==> src/rtl/outport_rx.sv <==
// Serial-to-byte receiver for one crossbar output port, feeding a tagged show-ahead FIFO.
// Define OUTPORT_RX_STATS_EN to build the pkt_cnt/drop_cnt statistics counters.
module outport_rx #(
  parameter int FIFO_DEPTH = 16,
  parameter int CNT_W      = 16
) (
  input  logic                        clock,
  input  logic                        reset_n,
  input  logic                        dout,
  input  logic                        valido_n,
  input  logic                        frameo_n,
  output logic [7:0]                  rx_data,
  output logic                        rx_sop,
  output logic                        rx_eop,
  output logic                        rx_err,
  output logic                        rx_valid,
  input  logic                        rx_ready,
  output logic [$clog2(FIFO_DEPTH):0] fifo_level,
  output logic [CNT_W-1:0]            pkt_cnt,
  output logic [CNT_W-1:0]            drop_cnt
);

  localparam int          AW      = $clog2(FIFO_DEPTH);
  localparam logic [AW:0] DEPTH_L = (AW+1)'(FIFO_DEPTH);

  typedef enum logic [1:0] {
    ST_SYNC = 2'd0,
    ST_IDLE = 2'd1,
    ST_RECV = 2'd2,
    ST_DROP = 2'd3
  } state_t;

  state_t        r_state;
  state_t        w_state_next;
  logic [2:0]    r_bitcnt;
  logic [7:0]    r_shreg;
  logic          r_pushed;
  logic          r_abort_pend;
  logic          r_abort_sop;

  logic [10:0]   r_mem [FIFO_DEPTH];
  logic [AW-1:0] r_wr_ptr;
  logic [AW-1:0] r_rd_ptr;
  logic [AW:0]   r_count;
  logic [10:0]   r_head;
  logic          r_valid;

  logic          w_sample;
  logic [7:0]    w_byte;
  logic          w_pop;
  logic          w_room;
  logic          w_byte_ok;
  logic          w_mark_push;
  logic          w_byte_push;
  logic          w_push;
  logic [10:0]   w_entry;
  logic          w_shift;
  logic          w_clr;
  logic          w_byte_done;
  logic          w_abort;
  logic [AW:0]   w_after_pop;
  logic [AW:0]   w_count_next;
  logic [AW-1:0] w_rd_next;
  logic [10:0]   w_head_next;

  assign w_sample    = ~valido_n;
  assign w_byte      = {dout, r_shreg[7:1]};
  assign w_pop       = r_valid & rx_ready;
  assign w_room      = (r_count != DEPTH_L) | w_pop;
  // A pending abort marker owns the next free slot, so it blocks byte pushes.
  assign w_mark_push = r_abort_pend & w_room;
  assign w_byte_ok   = ~r_abort_pend & w_room;
  assign w_byte_push = w_byte_done & w_byte_ok;
  assign w_push      = w_mark_push | w_byte_push;
  assign w_entry     = w_mark_push ? {1'b1, r_abort_sop, 1'b1, 8'h00}
                                   : {1'b0, ~r_pushed, frameo_n, w_byte};

  // FSM state register
  always_ff @(posedge clock or negedge reset_n) begin
    if (!reset_n) begin
      r_state <= ST_SYNC;
    end else begin
      r_state <= w_state_next;
    end
  end

  // FSM next state and datapath controls
  always_comb begin
    w_state_next = r_state;
    w_shift      = 1'b0;
    w_clr        = 1'b0;
    w_byte_done  = 1'b0;
    w_abort      = 1'b0;
    case (r_state)
      ST_SYNC: begin
        if (frameo_n) begin
          w_state_next = ST_IDLE;
        end else begin
          w_state_next = ST_SYNC;
        end
      end
      ST_IDLE: begin
        if (!frameo_n) begin
          w_state_next = ST_RECV;
          w_shift      = w_sample;
        end else begin
          w_state_next = ST_IDLE;
        end
      end
      ST_RECV: begin
        if (w_sample && (r_bitcnt == 3'd7)) begin
          w_byte_done = 1'b1;
          if (w_byte_ok) begin
            if (frameo_n) begin
              w_state_next = ST_IDLE;
              w_clr        = 1'b1;
            end else begin
              w_shift = 1'b1;
            end
          end else begin
            if (frameo_n) begin
              w_abort      = 1'b1;
              w_state_next = ST_IDLE;
              w_clr        = 1'b1;
            end else begin
              w_state_next = ST_DROP;
            end
          end
        end else if (frameo_n) begin
          w_abort      = 1'b1;
          w_state_next = ST_IDLE;
          w_clr        = 1'b1;
        end else begin
          w_shift = w_sample;
        end
      end
      ST_DROP: begin
        if (frameo_n) begin
          w_abort      = 1'b1;
          w_state_next = ST_IDLE;
          w_clr        = 1'b1;
        end else begin
          w_state_next = ST_DROP;
        end
      end
      default: begin
        w_state_next = ST_SYNC;
      end
    endcase
  end

  // Bit assembly and per-packet bookkeeping
  always_ff @(posedge clock or negedge reset_n) begin
    if (!reset_n) begin
      r_bitcnt <= 3'd0;
      r_shreg  <= 8'h00;
      r_pushed <= 1'b0;
    end else if (w_clr) begin
      r_bitcnt <= 3'd0;
      r_shreg  <= 8'h00;
      r_pushed <= 1'b0;
    end else begin
      if (w_shift) begin
        r_shreg  <= w_byte;
        r_bitcnt <= r_bitcnt + 3'd1;
      end
      if (w_byte_push) begin
        r_pushed <= 1'b1;
      end
    end
  end

  // Abort marker pending flag; a new abort wins over a marker leaving this cycle
  always_ff @(posedge clock or negedge reset_n) begin
    if (!reset_n) begin
      r_abort_pend <= 1'b0;
      r_abort_sop  <= 1'b0;
    end else if (w_abort) begin
      r_abort_pend <= 1'b1;
      r_abort_sop  <= ~r_pushed;
    end else if (w_mark_push) begin
      r_abort_pend <= 1'b0;
    end
  end

  // FIFO occupancy and next head entry
  always_comb begin
    if (w_pop) begin
      w_after_pop = r_count - (AW+1)'(1);
      w_rd_next   = r_rd_ptr + AW'(1);
    end else begin
      w_after_pop = r_count;
      w_rd_next   = r_rd_ptr;
    end
    if (w_push) begin
      w_count_next = w_after_pop + (AW+1)'(1);
    end else begin
      w_count_next = w_after_pop;
    end
    // An entry written into an otherwise-empty FIFO is forwarded straight to the head.
    if (w_count_next == (AW+1)'(0)) begin
      w_head_next = 11'h000;
    end else if (w_push && (w_after_pop == (AW+1)'(0))) begin
      w_head_next = w_entry;
    end else begin
      w_head_next = r_mem[w_rd_next];
    end
  end

  // FIFO storage
  always_ff @(posedge clock) begin
    if (w_push) begin
      r_mem[r_wr_ptr] <= w_entry;
    end
  end

  // FIFO pointers, level and registered head
  always_ff @(posedge clock or negedge reset_n) begin
    if (!reset_n) begin
      r_wr_ptr <= AW'(0);
      r_rd_ptr <= AW'(0);
      r_count  <= (AW+1)'(0);
      r_head   <= 11'h000;
      r_valid  <= 1'b0;
    end else begin
      if (w_push) begin
        r_wr_ptr <= r_wr_ptr + AW'(1);
      end
      r_rd_ptr <= w_rd_next;
      r_count  <= w_count_next;
      r_head   <= w_head_next;
      r_valid  <= (w_count_next != (AW+1)'(0));
    end
  end

  assign rx_valid   = r_valid;
  assign rx_err     = r_head[10];
  assign rx_sop     = r_head[9];
  assign rx_eop     = r_head[8];
  assign rx_data    = r_head[7:0];
  assign fifo_level = r_count;

`ifdef OUTPORT_RX_STATS_EN
  logic [CNT_W-1:0] r_pkt_cnt;
  logic [CNT_W-1:0] r_drop_cnt;
  logic             w_pkt_inc;

  assign w_pkt_inc = w_byte_push & frameo_n;

  // Wrapping packet statistics
  always_ff @(posedge clock or negedge reset_n) begin
    if (!reset_n) begin
      r_pkt_cnt  <= {CNT_W{1'b0}};
      r_drop_cnt <= {CNT_W{1'b0}};
    end else begin
      if (w_pkt_inc) begin
        r_pkt_cnt <= r_pkt_cnt + CNT_W'(1);
      end
      if (w_abort) begin
        r_drop_cnt <= r_drop_cnt + CNT_W'(1);
      end
    end
  end

  assign pkt_cnt  = r_pkt_cnt;
  assign drop_cnt = r_drop_cnt;
`else
  assign pkt_cnt  = {CNT_W{1'b0}};
  assign drop_cnt = {CNT_W{1'b0}};
`endif

endmodule

==> config.mk <==
export PLATFORM = sky130hd
export DESIGN_NAME = outport_rx
export DESIGN_NICKNAME = d
export VERILOG_FILES = /design/src/rtl/outport_rx.sv
export SDC_FILE = /design/constraint.sdc
export NUM_CORES = 1
export LEC_CHECK = 0
export ABC_CLOCK_PERIOD_IN_PS = 3700
export BUFFER_PORTS_ARGS = -buffer_cell sky130_fd_sc_hd__buf_2
export CORE_ASPECT_RATIO = 0.6
export CORE_UTILIZATION = 60
export DETAILED_ROUTE_END_ITERATION = 6
export PLACE_DENSITY = 0.83
export SYNTH_ARGS = -nofsm -noshare
export SYNTH_HDL_FRONTEND = slang
export SYNTH_SLANG_ARGS = --single-unit
==> constraint.sdc <==
create_clock -name clock -period 3.7 [get_ports clock]
set_clock_uncertainty 0.2 [all_clocks]
set_input_delay 0.74 -clock clock [delete_from_list [all_inputs] [get_ports clock]]
set_output_delay 0.74 -clock clock [all_outputs]
set_load 0.03 [all_outputs]
After elaboration in Yosys (flattened, before gate mapping)
Memories as Yosys holds them, arrays and structs flattened.
Index checks and enable logic that the tools add are counted.

storage, ports and cells
  flip-flop bits (word level) = 41
  memory bits (writable) = 176
  bits of input ports = 6
  output and inout port bits = 49
  word-level logic and storage cells = 76
  memories kept = 1

operators by class
  $add $sub $neg = 5
  equal/unequal tests = 5
  muxes and demuxes = 35
  bitwise logic cells = 9
  reductions and logical operators = 10

memories
  name   depth  width  rd ports  clocked after Yosys merged registers in  write ports  line  RTL
  r_mem  16     11     1         0                                        1            41    logic [10:0] r_mem [FIFO_DEPTH];

operators with widths
  kind                   count
  $mux W11               3
  $mux W1                17
  $mux W8                2
  $logic_not A5 Y1       2
  $mux W2                5
  $mux W5                2
  $add A4 B1 Y4 const B  2
  $pmux W2 S4            1
  $mux W3                2
  $reduce_bool A2 Y1     3
  $add A5 B1 Y5 const B  1
  $ne A5 B5 Y1 const B   1
  $reduce_bool A5 Y1     1
  $sub A5 B1 Y5 const B  1
  $and A1 B1 Y1          4
  $eq A2 B2 Y1 const B   2
  $mux W4                1
  $pmux W1 S2            2
  $add A3 B1 Y3 const B  1
  $eq A3 B3 Y1 const B   1
  $not A1 Y1             3
  $eq A2 B1 Y1 const B   1
  $logic_and A1 B1 Y1    2
  $logic_not A2 Y1       1
  other kinds (2)        3

Logic depth before layout (Yosys ltp)
  depth in word-level cells = 9
  mapped depth = 13

Worst setup path after synthesis
Ideal clock, no wire load.

  kind = input port to flip-flop
  start point = input port rx_ready
  end point = register r_head[1]
  library setup time = 0.086 ns
  data arrival time = 2.844 ns
  slack = 0.570 ns
  cell stages on the path = 13
  path through = buf_4 > nand2_4 > buf_1 > clkbuf_1 > nand2_1 > o21ai_0 > inv_1 > ha_1 > nor2b_1 > nand4_1 > clkbuf_1 > nor2_1 > nor3_1

on the way
  longest elaborated chain between the ends = 8
  elaborated cells between the ends (all ways) = 17
  those cells by class = 1 x add/sub; 6 x mux; 6 x bitwise; 3 x reduce/logical; 1 x memory

RTL lines
  what                                                   line  RTL
  from (decl)                                            17    input logic rx_ready,
  $and A1 B1 Y1 *                                        68    assign w_pop = r_valid & rx_ready;
  branches (longest 6 deep; another with $add A5 B1 Y5)  -
  $mux W11 *                                             201   if (w_count_next == (AW+1)'(0)) begin
  named net w_head_next[1]                               64    logic [10:0] w_head_next;
  to (signal assigned)                                   231   r_head <= w_head_next;
  to (decl)                                              45    logic [10:0] r_head;

Mark *: on every way through the listed nets, which the timed path passes.
A chain may end at the register's enable or synchronous reset.

Worst setup path in the final report
  start point = register r_count[0], in the netlist fifo_level[0]
  end point = register r_head[1]

on the way
  longest elaborated chain between the ends = 8
  elaborated cells between the ends (all ways) = 16
  those cells by class = 2 x add/sub; 1 x eq/ne; 5 x mux; 5 x bitwise; 3 x reduce/logical

RTL lines
  what                                                   line  RTL
  from (decl)                                            44    logic [AW:0] r_count;
  from (signal assigned)                                 222   r_count <= (AW+1)'(0);
  from (signal assigned)                                 230   r_count <= w_count_next;
  branches (longest 7 deep; another with $sub A5 B1 Y5)  -
  $mux W11 *                                             201
  named net w_head_next[1]                               64

Marks and branches as above.

==> qor.yml <==
routing:
  drtAntennaViolNets: 0
  dr.pass1.iters: 6
  drt_iter0_markers: 1307
  vias: 8626
  post_drt_wl_per_cell_um: 23.03
  drc_errors: 0
  routed_wl_mm: 29.89
  via_per_inst: 6.646
place:
  place_area_sq_um: 11350
  placed_cells: 1262
  pre_cts_ws_ns: 0.5556
  portBuffers: 22
  place.gp.congestion: 0.8834
  dpl.hpwl_mm: 18.31
synthesis:
  synth_edf_count: 176
  synth_compound_area_share_pct: 17.43
  yosysUniqueCellTypes: 61
  yosys.area_share.xor_xnor_pct: 1.248
  synth_seq_cells: 216
  syn_avg_cell_area_sq_um: 10.63
  yosysMostFrequentCell: "edfxtp_1"
  yosys.area_share.adder_pct: 1.588
  yosysSeqAreaShare_pct: 57.00
  synth_top_family_by_area: "compound AO/OA/AOI/OAI gates"
  synth_flop_cell: "edfxtp_1"
  synth_area_leaders: "edfxtp_1 48%, dfrtp_1 9.1%, o21ai_0 4.4%"
  syn_inst: 1037
  synthSimpleGateAreaFrac_pct: 13.14
  synth_commonest_cells: "176 x edfxtp_1, 96 x o21ai_0, 75 x nand2_1"
  netlist_area_sq_um: 11030
  async_reset_ff_share_pct: 18.52
  netlist.area_leader.share_pct: 47.92
  synth_top_cell_by_area: "edfxtp_1"
  muxShareOfSynthArea_pct: 1.725
  ys_warn_count: 0
clock_network:
  cts.htree.levels: 1
  clk_path_buf_depth: 3
  clock_sinks: 216
  insertion_delay_ns: 0.50
  cts_setup_buffers: 0
  hold_buffers: 0
  cts_root_buffer: "clkbuf_16"
  clk_pin_slew_ns: 0.07
  cts_tree: "built"
  cts_buffers: 20
  cts_resized: 0
finish:
  drive_gt1_share_pct: 11.84
  fin_util_pct: 68.17
  area_delta_synth_final_pct: 8.464
  num-nets-final: 1070
  final_cell_count_no_fill: 1298
  fin_area_sq_um: 11960
  diodes: 0
floorplanning:
  die_w_um: 177.0
  die-area_sq_um: 18940
  ios: 55
  rows: 37
  core-area_sq_um: 17550
  die_height_um: 107.0
  initial_utilization_pct: 62.85
sta:
  fin_hold_ws_ns: 0.1540
  tns_ns: 0
  fin_ws_ns: 0.4965
  rsz0062_at_grt: "no"
  setup_viol: 0
  hold_viol: 0
  finalMaxSlewViolations: 0
  period_minus_slack_ns: 3.203
  slew_headroom_pct: 41.56
  fmaxAchievable_mhz: 312.2
  worst_pin_slew_ns: 0.8766
  finalCritPeriodShare_pct: 86.58
pwr:
  seqPwrFrac_pct: 32.3
  p_int_mw: 5.478
  powerDensity_nw_per_um2: 805.6
  comb_power_share_pct: 47.2
  p_switching_mw: 4.158
  p_sw_share_pct: 43.15
  peakVddDrop_mv: 0.4685
  p_leak_nw: 4.476
  total_power_mw: 9.636
  clkPwrFrac_pct: 20.5
global_routing:
  gr-usage-met1_pct: 45.32
  grt_pass1_wl_mm: 45.14
  overflow: 0
  grt_pass1_vias: 7936
  antenna_found_initial: 0
  grt_use_total_pct: 31.90
  grtUsageMet2_pct: 47.35
  grt_max_degree: 95
  grtUsageMet3_pct: 8.369
  top_usage_layer: "met2"
worst_setup_path:
  crit_path_end_kind: "flop"
  worst_path_most_repeated_cell: "ha_1"
  crit_slowest_cell: "dfrtp_1"
  worstPathArrival_ns: 3.38
  crit_chain: "inv_1 -> ha_1 -> o21ai_0 -> ha_1 -> o41ai_1 -> and3_4 -> nor3_1"
  worst_setup_path_start_kind: "flop"
  cp.required_ns: 3.88
  worst-setup-path-type: "flop to flop"
  crit_fanout: 12
  crit_buf_inv: 1
  crit_path_max_incr_delay_ns: 0.57
  cp_top_family: "compound AO/OA/AOI/OAI gates"
hold_path:
  worstHoldPathType: "input port to asynchronous set/reset pin"
flow_run:
  max_cap_viol_count: 0
outcome:
  status: "complete, no violations"
## kinds of logic (layout without fill, tap and decap cells)
| group | after synthesis | in the layout |
|---|---|---|
| flip-flops | 216 | 216 |
| XOR/XNOR | 14 | 14 |
| buffers and inverters | 182 | 178 |
| AO/OA/AOI/OAI | 312 | 312 |
| adder cells (fa/ha/maj) | 14 | 14 |
| other | 1 | 32 |
| AND/OR/NAND/NOR | 279 | 279 |
| multiplexers | 19 | 19 |
## layout make-up
type / instances / area [sq um]
Sequential cell: 216 / 6291
Timing Repair Buffer: 73 / 505.5
Tap cell: 234 / 292.8
Inverter: 69 / 260.3
Clock inverter: 7 / 37.54
Multi-Input combinational cell: 670 / 3999
Clock buffer: 29 / 575.6
Fill cell: 1250 / 5584
## worst register-to-register path: stages (launching register included)
cell and delay (ns):
dfrtp_1 0.57, inv_1 0.09, ha_1 0.37, o21ai_0 0.45, ha_1 0.35, o41ai_1 0.48, and3_4 0.46, nor3_1 0.11
## state kept, by name, summed over array words and instances, names as in the netlist, 2 cells and up
register    flops
fifo_level      5
r_bitcnt        3
r_head         11
r_mem         176
r_rd_ptr        4
r_shreg         7
r_state         2
r_wr_ptr        4
## layout by cell type (no fill, tap or decap), types with 3 or more instances in the layout
cell and instances:
nand2_1 75, a211oi_2 6, o2111ai_1 5, nand2b_1 23, nor3_1 28, conb_1 32, clkinv_1 3, clkinv_2 6
a221oi_1 19, a22oi_1 3, xor2_1 3, clkbuf_1 6, a32oi_1 6, o21ai_0 96, buf_2 22, mux2i_1 19
nor3_2 3, edfxtp_1 176, nand4_1 7, o21ai_1 19, o211ai_1 5, dfrtp_1 38, nor2b_1 23, nor2_1 28
and2_1 19, clkbuf_16 21, buf_4 50, xnor2_1 9, inv_1 64, nand3_1 48, a221o_1 6, and3_1 14
a21oi_1 69, o221ai_1 6, a211oi_1 7, a31oi_1 51, ha_1 13
## metal layers
layer	up-vias	wire length, um
met5	-	0
li1	3763	-
met3	93	4459
met4	0	1064
met2	671	12800
met1	4099	11570
## worst paths after layout
| path | from | depth (start not counted) | endpoint | slack (ns) |
|---|---|---|---|---|
| setup reg to reg | fifo_level[0] | 7 | r_head[1] | 0.50 |
| hold / removal | reset_n | 1 | r_head[6] | 0.15 |
| setup / recovery | fifo_level[0] | 7 | r_head[1] | 0.50 |
| min in group clock | r_pushed | 1 | r_abort_sop | 0.28 |
| hold reg to reg | r_pushed | 1 | r_abort_sop | 0.28 |
| max in group asynchronous | reset_n | 2 | r_bitcnt[2] | 2.46 |
## power groups by stage
stage	clock, mW	combinational [mW]	sequential, mW
after global placement	0	4.22	3.14
final	1.98	4.54	3.11
after floorplan	0	3.13	3.21
after CTS	1.98	4.43	3.10
after detailed placement	0	4.37	3.15
after global routing	2.06	4.88	3.12
Power figures use the tool's default switching activity.
